**config.mk**
```make
export PLATFORM = sky130hd
export DESIGN_NAME = key_event_sequencer
export DESIGN_NICKNAME = d
export VERILOG_FILES = /design/src/rtl/key_seq_pkg.sv /design/src/rtl/key_event_fifo.sv /design/src/rtl/key_event_sequencer.sv
export SDC_FILE = /design/constraint.sdc
export NUM_CORES = 1
export LEC_CHECK = 0
export CAP_MARGIN = 20
export CORE_MARGIN = 2
export CORE_UTILIZATION = 40
export CTS_BUF_LIST = sky130_fd_sc_hd__clkbuf_4 sky130_fd_sc_hd__clkbuf_8
export DETAILED_ROUTE_END_ITERATION = 8
export PLACE_DENSITY = 0.74
export SLEW_MARGIN = 20
export SYNTH_ARGS = -nofsm -noshare
export SYNTH_HDL_FRONTEND = slang
export SYNTH_SLANG_ARGS = --single-unit
```
**constraint.sdc**
```tcl
create_clock -name clk -period 3 [get_ports clk]
set_input_delay 0.45 -clock clk [delete_from_list [all_inputs] [get_ports clk]]
set_output_delay 0.45 -clock clk [all_outputs]
set_load 0.02 [all_outputs]
```
**src/rtl/key_seq_pkg.sv**
```systemverilog
// rtl/key_seq_pkg.sv - shared state codes, PIO addresses and event type for the key event sequencer
package key_seq_pkg;

    typedef logic [2:0] state_t;

    localparam state_t ST_INIT_MASK = 3'd0;
    localparam state_t ST_IDLE      = 3'd1;
    localparam state_t ST_RD_CAP    = 3'd2;
    localparam state_t ST_CAP_WAIT  = 3'd3;
    localparam state_t ST_CLR       = 3'd4;
    localparam state_t ST_RD_DATA   = 3'd5;
    localparam state_t ST_DATA_WAIT = 3'd6;
    localparam state_t ST_EMIT      = 3'd7;

    localparam logic [1:0] ADDR_DATA = 2'd0;
    localparam logic [1:0] ADDR_MASK = 2'd2;
    localparam logic [1:0] ADDR_CAP  = 2'd3;

    typedef struct packed {
        logic [4:0] code;
        logic       level;
    } key_evt_t;

endpackage

```
**src/rtl/key_event_fifo.sv**
```systemverilog
// rtl/key_event_fifo.sv - synchronous event FIFO with full/empty flags
module key_event_fifo
    import key_seq_pkg::*;
#(
    parameter int DEPTH = 8
) (
    input  logic     clk,
    input  logic     reset,
    input  logic     push,
    input  key_evt_t push_data,
    input  logic     pop,
    output key_evt_t head,
    output logic     full,
    output logic     empty
);

    localparam int AW = $clog2(DEPTH);

    key_evt_t       mem [DEPTH];
    logic [AW:0]    wptr;
    logic [AW:0]    rptr;
    logic           do_push;
    logic           do_pop;

    assign empty   = (wptr == rptr);
    assign full    = (wptr[AW-1:0] == rptr[AW-1:0]) && (wptr[AW] != rptr[AW]);
    assign do_pop  = pop & ~empty;
    // A pop in the same cycle frees the slot a push needs when full.
    assign do_push = push & (~full | do_pop);

    always_ff @(posedge clk or posedge reset) begin
        if (reset) begin
            wptr <= '0;
            rptr <= '0;
        end else begin
            if (do_push) wptr <= wptr + 1'b1;
            if (do_pop)  rptr <= rptr + 1'b1;
        end
    end

    always_ff @(posedge clk) begin
        if (do_push) mem[wptr[AW-1:0]] <= push_data;
    end

    assign head = empty ? '0 : mem[rptr[AW-1:0]];

endmodule

```
**src/rtl/key_event_sequencer.sv**
```systemverilog
// rtl/key_event_sequencer.sv - Avalon-MM master servicing the key PIO and queueing one event per captured edge
module key_event_sequencer
    import key_seq_pkg::*;
#(
    parameter int               NKEYS      = 20,
    parameter int               FIFO_DEPTH = 8,
    parameter logic [NKEYS-1:0] MASK_INIT  = 20'hFFFFF
) (
    input  logic             clk,
    input  logic             reset,
    output logic [1:0]       av_address,
    output logic             av_chipselect,
    output logic             av_write_n,
    output logic [31:0]      av_writedata,
    input  logic [31:0]      av_readdata,
    input  logic             key_irq,
    input  logic             cfg_load,
    input  logic [NKEYS-1:0] cfg_mask,
    output logic             evt_valid,
    input  logic             evt_ready,
    output logic [4:0]       evt_code,
    output logic             evt_level,
    output logic             busy
);

    state_t           state;
    state_t           state_nxt;
    logic [NKEYS-1:0] mask_reg;
    logic [NKEYS-1:0] cap_reg;
    logic [NKEYS-1:0] cap_rd;
    logic [NKEYS-1:0] cap_nxt;
    logic [31:0]      lvl_reg;
    logic             cfg_pending;
    logic [4:0]       low_idx;
    logic             fifo_full;
    logic             fifo_empty;
    logic             can_push;
    logic             push;
    key_evt_t         push_evt;
    key_evt_t         head_evt;

    assign cap_rd  = av_readdata[NKEYS-1:0] & mask_reg;
    assign cap_nxt = cap_reg & (cap_reg - 1'b1);

    always_comb begin
        low_idx = '0;
        for (int i = NKEYS - 1; i >= 0; i--) begin
            if (cap_reg[i]) low_idx = 5'(i);
        end
    end

    assign can_push = ~fifo_full | (evt_valid & evt_ready);
    assign push     = (state == ST_EMIT) && (cap_reg != '0) && can_push;
    assign push_evt = '{code: low_idx, level: lvl_reg[low_idx]};

    always_comb begin
        state_nxt = state;
        case (state)
            ST_INIT_MASK: state_nxt = ST_IDLE;
            ST_IDLE: begin
                if (cfg_pending)  state_nxt = ST_INIT_MASK;
                else if (key_irq) state_nxt = ST_RD_CAP;
            end
            ST_RD_CAP:    state_nxt = ST_CAP_WAIT;
            ST_CAP_WAIT:  state_nxt = (cap_rd == '0) ? ST_IDLE : ST_CLR;
            ST_CLR:       state_nxt = ST_RD_DATA;
            ST_RD_DATA:   state_nxt = ST_DATA_WAIT;
            ST_DATA_WAIT: state_nxt = ST_EMIT;
            ST_EMIT: begin
                if (cap_reg == '0 || (push && cap_nxt == '0)) state_nxt = ST_IDLE;
            end
            default:      state_nxt = ST_IDLE;
        endcase
    end

    always_ff @(posedge clk or posedge reset) begin
        if (reset) begin
            state       <= ST_INIT_MASK;
            mask_reg    <= MASK_INIT;
            cfg_pending <= 1'b0;
            cap_reg     <= '0;
            lvl_reg     <= '0;
        end else begin
            state <= state_nxt;
            // A load coinciding with the mask write keeps the request alive so the new mask still goes out.
            if (cfg_load) begin
                mask_reg    <= cfg_mask;
                cfg_pending <= 1'b1;
            end else if (state == ST_INIT_MASK) begin
                cfg_pending <= 1'b0;
            end
            if (state == ST_CAP_WAIT) cap_reg <= cap_rd;
            else if (push)            cap_reg <= cap_nxt;
            if (state == ST_DATA_WAIT) lvl_reg <= av_readdata;
        end
    end

    // Bus is decoded from state; held idle while reset is asserted so the PIO never sees a stray write.
    always_comb begin
        av_address    = ADDR_DATA;
        av_chipselect = 1'b0;
        av_write_n    = 1'b1;
        av_writedata  = '0;
        if (!reset) begin
            case (state)
                ST_INIT_MASK: begin
                    av_address               = ADDR_MASK;
                    av_chipselect            = 1'b1;
                    av_write_n               = 1'b0;
                    av_writedata[NKEYS-1:0]  = mask_reg;
                end
                ST_RD_CAP: av_address = ADDR_CAP;
                ST_CLR: begin
                    av_address               = ADDR_CAP;
                    av_chipselect            = 1'b1;
                    av_write_n               = 1'b0;
                    av_writedata[NKEYS-1:0]  = cap_reg;
                end
                default: ;
            endcase
        end
    end

    key_event_fifo #(
        .DEPTH (FIFO_DEPTH)
    ) u_fifo (
        .clk       (clk),
        .reset     (reset),
        .push      (push),
        .push_data (push_evt),
        .pop       (evt_ready),
        .head      (head_evt),
        .full      (fifo_full),
        .empty     (fifo_empty)
    );

    assign evt_valid = ~fifo_empty;
    assign evt_code  = head_evt.code;
    assign evt_level = head_evt.level;
    assign busy      = (state != ST_IDLE);

endmodule

```
[Yosys cells after proc, flatten, opt, wreduce, memory -nomap -nowiden]
Memory sizes are Yosys's and may differ from the RTL's.
Cells that the tools add are included.
Word-level totals
  bits in registers: 84
  memory bits (writable): 48
  input bits: 57
  memories kept: 1
Memory list
  u_fifo.mem: depth 8, bits a word 6, read ports 1, clocked after memory_dff 0, write ports 1, RTL line key_event_fifo.sv:19  | key_evt_t mem [DEPTH];
Operators by class
  add/sub/neg operators: 3
  $lt $le $gt $ge: 1
  equality and inequality tests: 13
  multiplexer cells: 42
  bitwise gates (word level): 7
  reductions and logical operators: 15
Operator list (number)
  $mux W5: 20
  $logic_not A20 Y1: 3
  $mux W20: 3
  $and A20 B20 Y20: 2
  $pmux W20 S2: 1
  $pmux W3 S8: 1
  $reduce_bool A20 Y1: 1
  $sub A20 B1 Y20 const B: 1
  $eq A3 B3 Y1 const B: 4
  $mux W3: 4
  $mux W1: 9
  $add A4 B1 Y4 const B: 2
  $eq A3 B2 Y1 const B: 2
  $lt A5 B6 Y1 const B: 1
  $mux W6: 1
  $bmux W1 S5: 1
  $eq A4 B4 Y1: 1
  $logic_and A1 B1 Y1: 4
  $pmux W2 S2: 1
  $reduce_bool A2 Y1: 2
  $reduce_or A2 Y1: 2
  $eq A3 B1 Y1 const B: 1
  $eq A3 B3 Y1: 1
  $logic_not A3 Y1: 1
  other kinds (10): 12

[Logic depth before layout (Yosys ltp)]
Gate-level depths: netlist (run 1).
  word-level depth: 22
  gate-level depth with buffers: 10
  mapped depth without buffers: 8

[Modules after synthesis]
A second synthesis (run 1) with hierarchy kept.
Unflattened totals
  cells, all modules: 517
  area total of the unflattened synthesis: 6326.1 um2
By module, submodules not included
  key_event_sequencer: instances 1, cells an instance 381, area each 3907.5 um2
  key_event_fifo: instances 1, cells an instance 136, area each 2418.6 um2

[Worst setup path after synthesis (run 1)]
Ideal clock, no wire load.
  path kind: input port to output port
  start point: input reset
  end point: output av_writedata[10]
  data arrival time: 2.103 ns
  slack: 0.447 ns
  cell stages on the path: 7
  cells stage by stage: or3_1 > clkbuf_1 > inv_1 > and2_1 > clkbuf_1 > clkbuf_1 > a22o_1
Between the ends
  word-level cells in the longest chain between the ends: 1
Ends and longest elaborated chain
  from (decl): RTL line key_event_sequencer.sv:10  | input logic reset,
  $mux W20: RTL line key_event_sequencer.sv:104  | if (!reset) begin
  to (decl): RTL line key_event_sequencer.sv:14  | output logic [31:0] av_writedata,
No other way between the ends.

[Worst setup path in the final report (run 1)]
  start point: register state[0]
  end point: output av_writedata[16]
Between the ends
  word-level cells in the longest chain between the ends: 3
Ends and longest elaborated chain
  from (decl): RTL line key_event_sequencer.sv:26  | state_t state;
  from (signal assigned): RTL line key_event_sequencer.sv:84  | state <= state_nxt;
  $eq A3 B3 Y1 / $logic_not A3 Y1 (equally long branches): RTL line key_event_sequencer.sv:105  | case (state)
  $pmux W20 S2 *: RTL line key_event_sequencer.sv:105
  $mux W20 *: RTL line key_event_sequencer.sv:104
Mark *: on every way between the ends. The rest lies on a longest branch, timed or not.

==> impl_metrics.csv, run 1 <==
group,metric,value,unit
die,die_height,127,um
clock_network,cts_tree,"done",
placed_design,placement.cell_area,0.00710,mm2
critical_path,worst_ep_arrival_time,2.46,ns
die,die_area,0.0161,mm2
global_route,grt_antenna_before_repair,0,
hold_path,hold_start,"u_fifo.rptr[3]",
sta,min_period_over_period,0.968,
clock_network,cts_made_buffers,17,
layout,ratio_of_cells_with_drive_above_1_in_the_final_layout,0.260,
critical_path,critPathTopFamily,"buffers and inverters",
sta,layout_min_cycle_time,2.91,ns
yosys,synth.avg_cell_area,12.2,um2
yosys,yosysWarningCount,0,
yosys,netlist_area,0.00604,mm2
placed_design,routabilityCongestion,0.903,
sta,fmax,0.344,GHz
global_route,first_global_vias,4569,
yosys,ys_ff_latch,120,
die,core-area,0.0146,mm2
die,width_of_the_die,127,um
critical_path,timing.critical_path.cells,"or3_1 -> inv_1 -> and2_1 -> buf_4 -> a22o_1 -> clkdlybuf4s50_1",
sta,fin_worst_skew,0.00928,ns
yosys,synth_top_cell_area_share,0.239,
sta,finalMaxSlewViolations,0,
die,floorplan.rows,44,
clock_network,clock_path_buffers,2,
routing,detailroute.via_count,4358,
critical_path,cp_slowest_stage_delay,0.60,ns
layout,num-fill-cells,1247,
yosys,synth_async_sr_flop_share,0.600,
routing,route.antenna.remaining_nets,0,
sta,timing_hold_violations_final,0,
power_and_ir_drop,vdd.ir_drop.worst,0.515,mV
power_and_ir_drop,powerDensity,1090,mW/mm2
routing,drtIter0Drc,402,
layout,register_area,0.00327,mm2
routing,routed_wire_length_per_instance,17.8,um
yosys,top_cell_type_by_total_area_after_synthesis,"edfxtp_1",
layout,multiInputGateArea,0.00254,mm2
clock_network,ctsRootBufferMaster,"clkbuf_8",
clock_network,cts.clk_slew.worst_paths,0.07,ns
placed_design,place_hpwl,10500,um
run_status,run_status,"completed",
critical_path,worst_setup_path_start_kind,"flop",
sta,timing.slew.headroom,0.335,
die,initial_core_util,0.413,
global_route,overall_track_demand_over_capacity_in_global_routing,0.179,
placed_design,place.port_buffers,76,
critical_path,critical_path.startpoint,"state[0]",
die,pin_count,101,
yosys,synth_flop_cell,"dfrtp_1",
layout,largest_register_ff_count,48,
yosys,biggest_area_contributors_in_the_synthesized_netlist,"edfxtp_1 (24%), dfrtp_1 (22%), dfstp_2 (8.7%), mux2_2 (7.8%), mux4_2 (4.8%)",
critical_path,worstReg2RegStart,"cap_reg[5]",
routing,drc_errors,0,
global_route,grt_pass1_wl,22900,um
yosys,yosysUniqueCellTypes,61,
sta,timing_worst_slew_pin_value,0.995,ns
global_route,grt_max_degree,34,
critical_path,slowest_stage,"clkdlybuf4s50_1",
yosys,synthesis.instances,495,
layout,area_growth,24.1,%
routing,finalWirelength,14000,um
layout,finish.utilization,0.512,
sta,setup_viol_count_final,0,
yosys,synth_enable_flop_cells,48,
critical_path,timing.critical_path.required,2.55,ns
clock_network,clkLatencyLatePin,0.42,ns
clock_network,htreeDepth,4,
hold_path,min-delay-path-class,"flop to flop",
layout,final_area,0.00750,mm2
routing,drt-vias-per-instance,5.55,
sta,grt_setup_unrepaired,"no",
critical_path,endpoint_kind_of_the_worst_setup_timing_path,"primary output",
clock_network,cts_sinks,120,
critical_path,crit_fanout,11,
layout,nNetsFinal,647,
flow_run,max_cap_violations,0,
yosys,synth-seq-area-share,0.541,
critical_path,crit_buf_inv,3,
layout,num_antenna_cells,0,
power_and_ir_drop,static-leakage-power,2.99,nW
global_route,globalRouteOverflowTotal,0,
routing,drtPass1Iterations,6,
sta,final_hold_slack,0.496,ns
critical_path,timing.setup.critical_path_class,"flop to primary output",
## through the flow
step | setup TNS [ns] | setup WS [ns] | power (mW) | std cells
4_1_cts | 0 | 0.0540 | 8.16 | 784
6_report | 0 | 0.0948 | 8.16 | 785
5_1_grt | 0 | 0.000518 | 8.71 | 785
2_1_floorplan | 0 | 0.447 | 5.46 | 506
3_3_place_gp | 0 | 0.147 | 6.63 | 752
3_5_place_dp | -0.00490 | -0.000818 | 6.80 | 752
## layout make-up
| cell class | instances | area share |
|---|---|---|
| Sequential cell | 120 | 0.436 |
| Multi-Input combinational cell | 329 | 0.339 |
| Timing Repair Buffer | 111 | 0.141 |
| Clock buffer | 18 | 0.0322 |
| Tap cell | 184 | 0.0307 |
| Clock inverter | 14 | 0.0167 |
| Inverter | 9 | 0.00450 |
## Yosys cell counts, drive strengths merged, types with 5 or more instances
cell type / number
a21oi: 8
a22o: 19
and2: 6
buf: 23
clkbuf: 25
dfrtp: 52
dfstp: 20
edfxtp: 48
inv: 9
mux2: 42
mux2i: 16
mux4: 13
nand2: 39
nand3: 10
nand4: 9
nor2: 29
nor3: 14
nor4: 9
o211ai: 5
o21ai: 23
o22ai: 5
o311ai: 6
xnor2: 9
## cell usage in the layout (no fill, tap or decap), types with 13 or more instances in the layout
cell type,instances
clkdlybuf4s50_1,68
buf_4,34
mux2i_1,16
a22o_1,19
dfstp_2,20
nor2_1,29
nand2_1,39
mux4_2,13
nor3_1,13
dfrtp_1,51
mux2_2,42
edfxtp_1,48
o21ai_0,22
clkbuf_8,17
## final timing paths
check | end | slack [ns] | depth (start not counted)
min in group asynchronous | cap_reg[9] | 0.61 | 3
hold reg to reg | u_fifo.rptr[3] | 0.50 | 1
setup / recovery | av_writedata[16] | 0.09 | 6
setup reg to reg | u_fifo.mem[0][0] | 0.25 | 9
hold / removal | u_fifo.rptr[3] | 0.50 | 1
max in group asynchronous | mask_reg[1] | 1.70 | 4
## repair_timing
item | 4_1_cts | 5_1_grt
gates resized for setup | 1 | 9
hold buffers | 0 | 0
setup buffers | 0 | 1
setup endpoints to repair | 8 | 22
## power breakdown
group	internal, mW	switching [mW]
combinational	1.86	2.06
sequential	2.40	0.495
clock	0.667	0.671
## per-layer routing
layer / vias up / GRT usage / wire, um
met5: - / 0 / 0
met4: 0 / 0.0769 / 454
met3: 29 / 0.0354 / 626
met2: 142 / 0.300 / 7080
met1: 2164 / 0.227 / 5830
li1: 2023 / - / -
## kinds of logic (layout without fill, tap and decap cells)
| group | after synthesis | after routing | synth area share |
|---|---|---|---|
| DFF | 120 | 120 | 0.541 |
| and+or+nand+nor | 140 | 140 | 0.122 |
| adders and majority gates | 5 | 5 | 0.00911 |
| AOI/OAI and AO/OA | 90 | 90 | 0.111 |
| muxes | 71 | 71 | 0.153 |
| buffers and inverters | 57 | 152 | 0.0466 |
| xor gates and xnor gates | 11 | 11 | 0.0159 |
| other | 1 | 12 | 0.000621 |
Power figures use the tool's default switching activity.
==> run 2, diff against run 1 <==
ABC_AREA = 1   (was unset)
CORE_MARGIN = unset   (was 2)
PLACE_DENSITY = 0.73   (was 0.74)
==> run 2 against run 1 <==
- flip-flop and latch count grew 12
- non-clock buffer count grew 7
- clock power grew 4%
- sequential power grew 5%
- clock-buffer cell count grew 2
- critical endpoint is now evt_code[1]
- worst hold slack got worse by 0.0010 ns
==> impl_metrics.csv, run 2 <==
group,metric,value,unit
routing,drc_errors,0,
layout,ratio_of_cells_with_drive_above_1_in_the_final_layout,0.139,
yosys,synth_simple_gate_area_frac,0.201,
placed_design,routabilityCongestion,0.898,
placed_design,dp_slack,0.279,ns
power_and_ir_drop,vdd.ir_drop.worst,0.548,mV
die,floorplan.rows,46,
clock_network,clock_path_buffers,2,
sta,timing_hold_violations_final,0,
yosys,synth.avg_cell_area,8.77,um2
yosys,post_synthesis_share_of_cell_area_spent_on_xor_and_xnor_gates,0.00921,
routing,finalWirelength,16700,um
yosys,synth_adder_area_share,0.00376,
clock_network,cts_tree,"done",
power_and_ir_drop,pwr-share-comb,0.522,
clock_network,ctsHoldBuffers,0,
sta,min_period_over_period,0.945,
power_and_ir_drop,power_switching_share,0.452,
routing,detailroute.via_count,5553,
layout,layout_commonest_cell,"nand2_1",
critical_path,timing.setup.critical_path_class,"flop to primary output",
layout,num_antenna_cells,0,
global_route,first_global_vias,5413,
clock_network,ctsRootBufferMaster,"clkbuf_8",
clock_network,cts_made_buffers,17,
layout,mostFrequentLayoutCells,"nand2_1 (118), nor2_1 (92), inv_1 (83)",
sta,final_hold_slack,0.495,ns
sta,timing_worst_slew_pin_value,0.762,ns
sta,setup_viol_count_final,0,
routing,drtIter0Drc,313,
yosys,synthTopCellsByCount,"nand2_1 (119), nor2_1 (94), inv_1 (86)",
routing,drt-vias-per-instance,5.09,
global_route,grt_max_degree,85,
sta,timing.setup.tns,0,ns
critical_path,worst_setup_path_start_kind,"flop",
clock_network,htreeDepth,4,
yosys,netlist_area,0.00666,mm2
sta,fmax,0.353,GHz
critical_path,worst_ep_arrival_time,2.39,ns
clock_network,cts_sinks,132,
layout,num-fill-cells,1497,
placed_design,place.port_buffers,88,
sta,timing.slew.headroom,0.492,
flow_run,max_cap_violations,0,
layout,area_growth,24.3,%
sta,grt_setup_unrepaired,"no",
yosys,yosysWarningCount,0,
global_route,overall_track_demand_over_capacity_in_global_routing,0.212,
yosys,synth_enable_flop_cells,48,
yosys,top_cell_type_by_total_area_after_synthesis,"dfrtp_1",
yosys,synth_compound_area_frac,0.149,
run_status,run_status,"completed",
yosys,synth-seq-area-share,0.536,
yosys,synthesis.instances,759,
die,core-area,0.0161,mm2
yosys,fraction_of_synthesized_area_in_multiplexers,0.0118,
clock_network,clkLatencyLatePin,0.46,ns
critical_path,crit_fanout,14,
routing,routed_wire_length_per_instance,15.3,um
routing,route.antenna.remaining_nets,0,
yosys,synth_async_sr_flop_share,0.636,
global_route,grt_antenna_before_repair,0,
power_and_ir_drop,pwr-share-clk,0.151,
placed_design,place_hpwl,12000,um
yosys,ys_ff_latch,132,
power_and_ir_drop,switching_power,4.18,mW
yosys,synth_flop_cell,"dfrtp_1",
die,width_of_the_die,131,um
power_and_ir_drop,static-leakage-power,3.68,nW
power_and_ir_drop,seqPwrFrac,0.327,
yosys,yosysUniqueCellTypes,42,
critical_path,timing.critical_path.required,2.55,ns
yosys,post-synth-top-count-cell,"nand2_1",
die,initial_core_util,0.415,
hold_path,min-delay-path-class,"flop to flop",
sta,finalMaxSlewViolations,0,
yosys,biggest_area_contributors_in_the_synthesized_netlist,"dfrtp_1 (24%), edfxtp_1 (22%), dfstp_2 (7.9%), nand2_1 (6.7%), o21ai_0 (5.4%)",
layout,nNetsFinal,922,
critical_path,endpoint_kind_of_the_worst_setup_timing_path,"primary output",
clock_network,cts.clk_slew.worst_paths,0.08,ns
die,pin_count,101,
routing,drtPass1Iterations,5,
yosys,combinational_family_with_the_most_area_after_synthesis,"simple AND/OR/NAND/NOR gates",
die,die_area,0.0172,mm2
power_and_ir_drop,p_int,5.07,mW
sta,fin_worst_skew,0.0144,ns
power_and_ir_drop,powerDensity,1120,mW/mm2
die,die_height,131,um
global_route,grt_pass1_wl,27400,um
sta,postLayoutSetupSlackWorst,0.164,ns
layout,largest_register_ff_count,48,
yosys,synth_top_cell_area_share,0.240,
global_route,globalRouteOverflowTotal,0,
sta,layout_min_cycle_time,2.84,ns
run 2: changes by cell type after synthesis, moves of 13 or more:
cell / previous run / this run
mux4_2: 13 / 0
mux2i_1: 16 / 0
o32ai_1: 0 / 17
inv_1: 9 / 86
a22o_1: 19 / 0
nand2_1: 39 / 119
mux2_2: 42 / 7
a21oi_1: 8 / 38
nor2_1: 29 / 94
o21ai_0: 22 / 72
nand3_1: 10 / 54
run 2: stage by stage:
| stage | instances | power (mW) | cell area [um2] | util |
|---|---|---|---|---|
| detailed placement | 1052 | 7.78 | 7820 | 0.487 |
| CTS | 1088 | 9.24 | 8220 | 0.512 |
| global placement | 1052 | 7.69 | 7820 | 0.487 |
| finish | 1092 | 9.25 | 8280 | 0.516 |
| global route | 1092 | 10.0 | 8280 | 0.516 |
| floorplan | 770 | 6.32 | 6710 | - |
run 2: cells by family after synthesis:
group | count (synthesis)
AOI/OAI and AO/OA | 168
xor gates and xnor gates | 7
adders and majority gates | 2
buffers and inverters | 141
DFF | 132
muxes | 7
other | 1
and+or+nand+nor | 301
run 2: repair_timing:
action                                  4_1_cts  5_1_grt
endpoints found under the setup margin       24       12
resized for setup                            17       11
buffers inserted                              4        4
run 2: layer usage:
metal | global-route usage | wire length, um | vias up
met4 | 0.0744 | 284 | 0
met2 | 0.339 | 7820 | 168
met5 | 0 | 0 | -
li1 | - | - | 2746
met3 | 0.0423 | 787 | 24
met1 | 0.286 | 7800 | 2615
run 2: layout make-up:
class                           instances  area, um2  share of cell area
Clock buffer                           20        256              0.0310
Clock inverter                         12        109              0.0131
Inverter                               97        375              0.0453
Multi-Input combinational cell        497       2560               0.310
Sequential cell                       132       3570               0.431
Tap cell                              216        270              0.0326
Timing Repair Buffer                  118       1130               0.137
run 2: power groups by stage:
stage,clock network [mW],registers (mW),logic [mW]
global placement,0,3.04,4.66
finish,1.40,3.03,4.83
CTS,1.42,3.03,4.79
floorplan,0,2.93,3.39
global route,1.49,3.08,5.43
detailed placement,0,3.05,4.73
run 2: worst max-delay path: stages, from the launching register on:
cell and delay [ns]:
dfrtp_1 0.49, inv_1 0.11, buf_4 0.21, o21ai_0 0.12
o22ai_1 0.13, o21ai_0 0.10, a31oi_1 0.15, clkdlybuf4s50_1 0.62
run 2: worst paths after layout:
| kind | start | to | slack [ns] | cells past startpoint |
|---|---|---|---|---|
| max in group asynchronous | reset | u_fifo.rptr[0] | 1.68 | 4 |
| worst max-delay path | u_fifo.rptr[1] | evt_code[1] | 0.16 | 7 |
| worst min-delay path | mask_reg[19] | mask_reg[19] | 0.50 | 2 |
| worst max register to register | cap_reg[8] | u_fifo.mem[1][5] | 0.33 | 12 |
| worst min register to register | mask_reg[19] | mask_reg[19] | 0.50 | 2 |
| min in group asynchronous | reset | state[2] | 0.78 | 4 |
==> run 3, diff against run 2 <==
CORE_ASPECT_RATIO = 1.2   (was unset)
GPL_ROUTABILITY_DRIVEN = 1   (was unset)
==> run 3 against run 2 <==
- register-to-register slack got worse by 0.09 ns
- clock-buffer cell count shrank 2
- total power up 0.32%
- worst setup slack improved by 0.063 ns
- routed wire length decreased by 3.0%
- clock power is 12% higher
- via count is 0.27% lower
- flip-flop and latch count is the same
- worst hold slack worse by 0.0097 ns
- global-route usage shrank 1.3 points
==> impl_metrics.csv, run 3 (synthesis results as in run 2) <==
group,metric,value,unit
routing,finalWirelength,16200,um
sta,final_hold_slack,0.486,ns
critical_path,timing.setup.critical_path_class,"flop to primary output",
power_and_ir_drop,powerDensity,1120,mW/mm2
clock_network,clock_path_buffers,2,
global_route,grt_max_degree,72,
clock_network,cts.clk_slew.worst_paths,0.08,ns
die,pin_count,101,
layout,ratio_of_cells_with_drive_above_1_in_the_final_layout,0.131,
global_route,overall_track_demand_over_capacity_in_global_routing,0.199,
critical_path,crit_fanout,8,
sta,timing.setup.tns,0,ns
critical_path,timing.critical_path.cells,"nor2_2 -> inv_2 -> nor2_2 -> nand2_1 -> a21oi_1 -> clkdlybuf4s50_1",
layout,mostFrequentLayoutCells,"nand2_1 (117), nor2_1 (92), inv_1 (85)",
layout,layout_commonest_cell,"nand2_1",
placed_design,routabilityCongestion,0.931,
critical_path,timing.critical_path.required,2.55,ns
routing,detailroute.via_count,5538,
layout,multiInputGateArea,0.00256,mm2
global_route,grt_antenna_before_repair,0,
sta,timing_hold_violations_final,0,
critical_path,worst_ep_arrival_time,2.32,ns
clock_network,post-cts-setup-buffer-count,0,
global_route,grt_pass1_wl,26600,um
global_route,globalRouteOverflowTotal,0,
hold_path,min-delay-path-class,"flop to flop",
critical_path,worst_setup_path_start_kind,"flop",
critical_path,slowest_stage,"clkdlybuf4s50_1",
sta,fin_worst_skew,0.0182,ns
routing,route.antenna.remaining_nets,0,
layout,register_area,0.00357,mm2
sta,layout_min_cycle_time,2.77,ns
sta,fmax,0.361,GHz
routing,drt-vias-per-instance,5.12,
critical_path,endpoint_kind_of_the_worst_setup_timing_path,"primary output",
sta,finalMaxSlewViolations,0,
layout,area_growth,24.0,%
clock_network,ctsHoldBuffers,0,
die,initial_core_util,0.409,
die,floorplan.rows,51,
clock_network,htreeDepth,4,
die,width_of_the_die,120,um
placed_design,place_hpwl,11800,um
sta,min_period_over_period,0.924,
sta,setup_viol_count_final,0,
clock_network,cts_tree,"done",
clock_network,cts_sinks,132,
sta,grt_setup_unrepaired,"no",
power_and_ir_drop,vdd.ir_drop.worst,0.529,mV
routing,routed_wire_length_per_instance,15.0,um
critical_path,cp_slowest_stage_delay,0.62,ns
layout,num_antenna_cells,0,
layout,finish.utilization,0.507,
layout,num-fill-cells,1496,
die,die_height,143,um
flow_run,max_cap_violations,0,
critical_path,worst-r2r-setup-slack,0.24,ns
die,core-area,0.0163,mm2
die,die_area,0.0172,mm2
clock_network,clkLatencyLatePin,0.44,ns
clock_network,cts_made_buffers,17,
routing,drc_errors,0,
run_status,run_status,"completed",
placed_design,place.port_buffers,88,
power_and_ir_drop,static-leakage-power,3.69,nW
routing,drtIter0Drc,298,
critical_path,critical_path.most_common_cell,"nor2_2",
layout,largest_register_ff_count,48,
sta,timing.slew.headroom,0.386,
sta,timing_worst_slew_pin_value,0.921,ns
routing,drtPass1Iterations,5,
clock_network,ctsRootBufferMaster,"clkbuf_8",
global_route,first_global_vias,5483,
layout,nNetsFinal,915,
run 3: changes by cell type in the layout (fill, tap and decap cells not counted), moves of 2 or more:
cell            before  now
dlymetal6s2s_1      11   13
clkbuf_4             3    1
bufinv_16            1    3
clkinvlp_4           7    5
buf_4               28   23
inv_1               83   85
clkinv_2             2    0
run 3: layer usage:
| metal | global-route usage | part of all wire | up-vias | wire [um] |
|---|---|---|---|---|
| met2 | 0.343 | 0.50 | 182 | 8080 |
| met4 | 0.0697 | 0.018 | 0 | 284 |
| met5 | 0 | 0 | - | 0 |
| met1 | 0.247 | 0.43 | 2600 | 7020 |
| li1 | - | - | 2732 | - |
| met3 | 0.0397 | 0.050 | 24 | 804 |
run 3: critical path, delay by kind of cell (launching register included):
kind                   cells  cell delay [ns]
AOI/OAI and AO/OA          1             0.15
buffers and inverters      2             0.68
DFF                        1             0.48
and+or+nand+nor            3             0.57
run 3: layout make-up:
class,instances,area share
clock buffers,18,0.0292
clock inverters,14,0.0215
inverters,97,0.0445
multi-input cells,497,0.311
flip-flops and latches,132,0.432
well taps,212,0.0321
repair buffers,111,0.130
run 3: worst paths after layout:
kind                                     start               to  cells after the start
worst max-delay path                  state[1]  av_writedata[4]                      6
worst min-delay path            u_fifo.wptr[3]   u_fifo.wptr[3]                      1
worst max register to register      cap_reg[8]         state[2]                     12
worst min register to register  u_fifo.wptr[3]   u_fifo.wptr[3]                      1
max in group asynchronous                reset      lvl_reg[23]                      4
min in group asynchronous                reset       cap_reg[5]                      4
run 3: timing repair:
action,CTS,global route
gates resized for setup,13,14
setup endpoints to repair,18,13
endpoints found under the hold margin,0,0
run 3: metrics by stage:
stage | instance area [um2] | setup slack (ns) | instances | power (mW)
global placement | 7810 | 0.298 | 1049 | 7.66
CTS | 8220 | 0.00706 | 1081 | 9.32
global route | 8260 | 0.00383 | 1081 | 9.99
finish | 8260 | 0.228 | 1081 | 9.28
floorplan | 6710 | 0.0209 | 770 | 6.32
detailed placement | 7810 | 0.296 | 1049 | 7.75
run 3: power breakdown:
part	total [mW]	internal [mW]	switching (mW)
combinational	4.72	1.66	3.06
clock	1.57	0.839	0.727
sequential	3.00	2.67	0.330
total	9.28	5.17	4.11
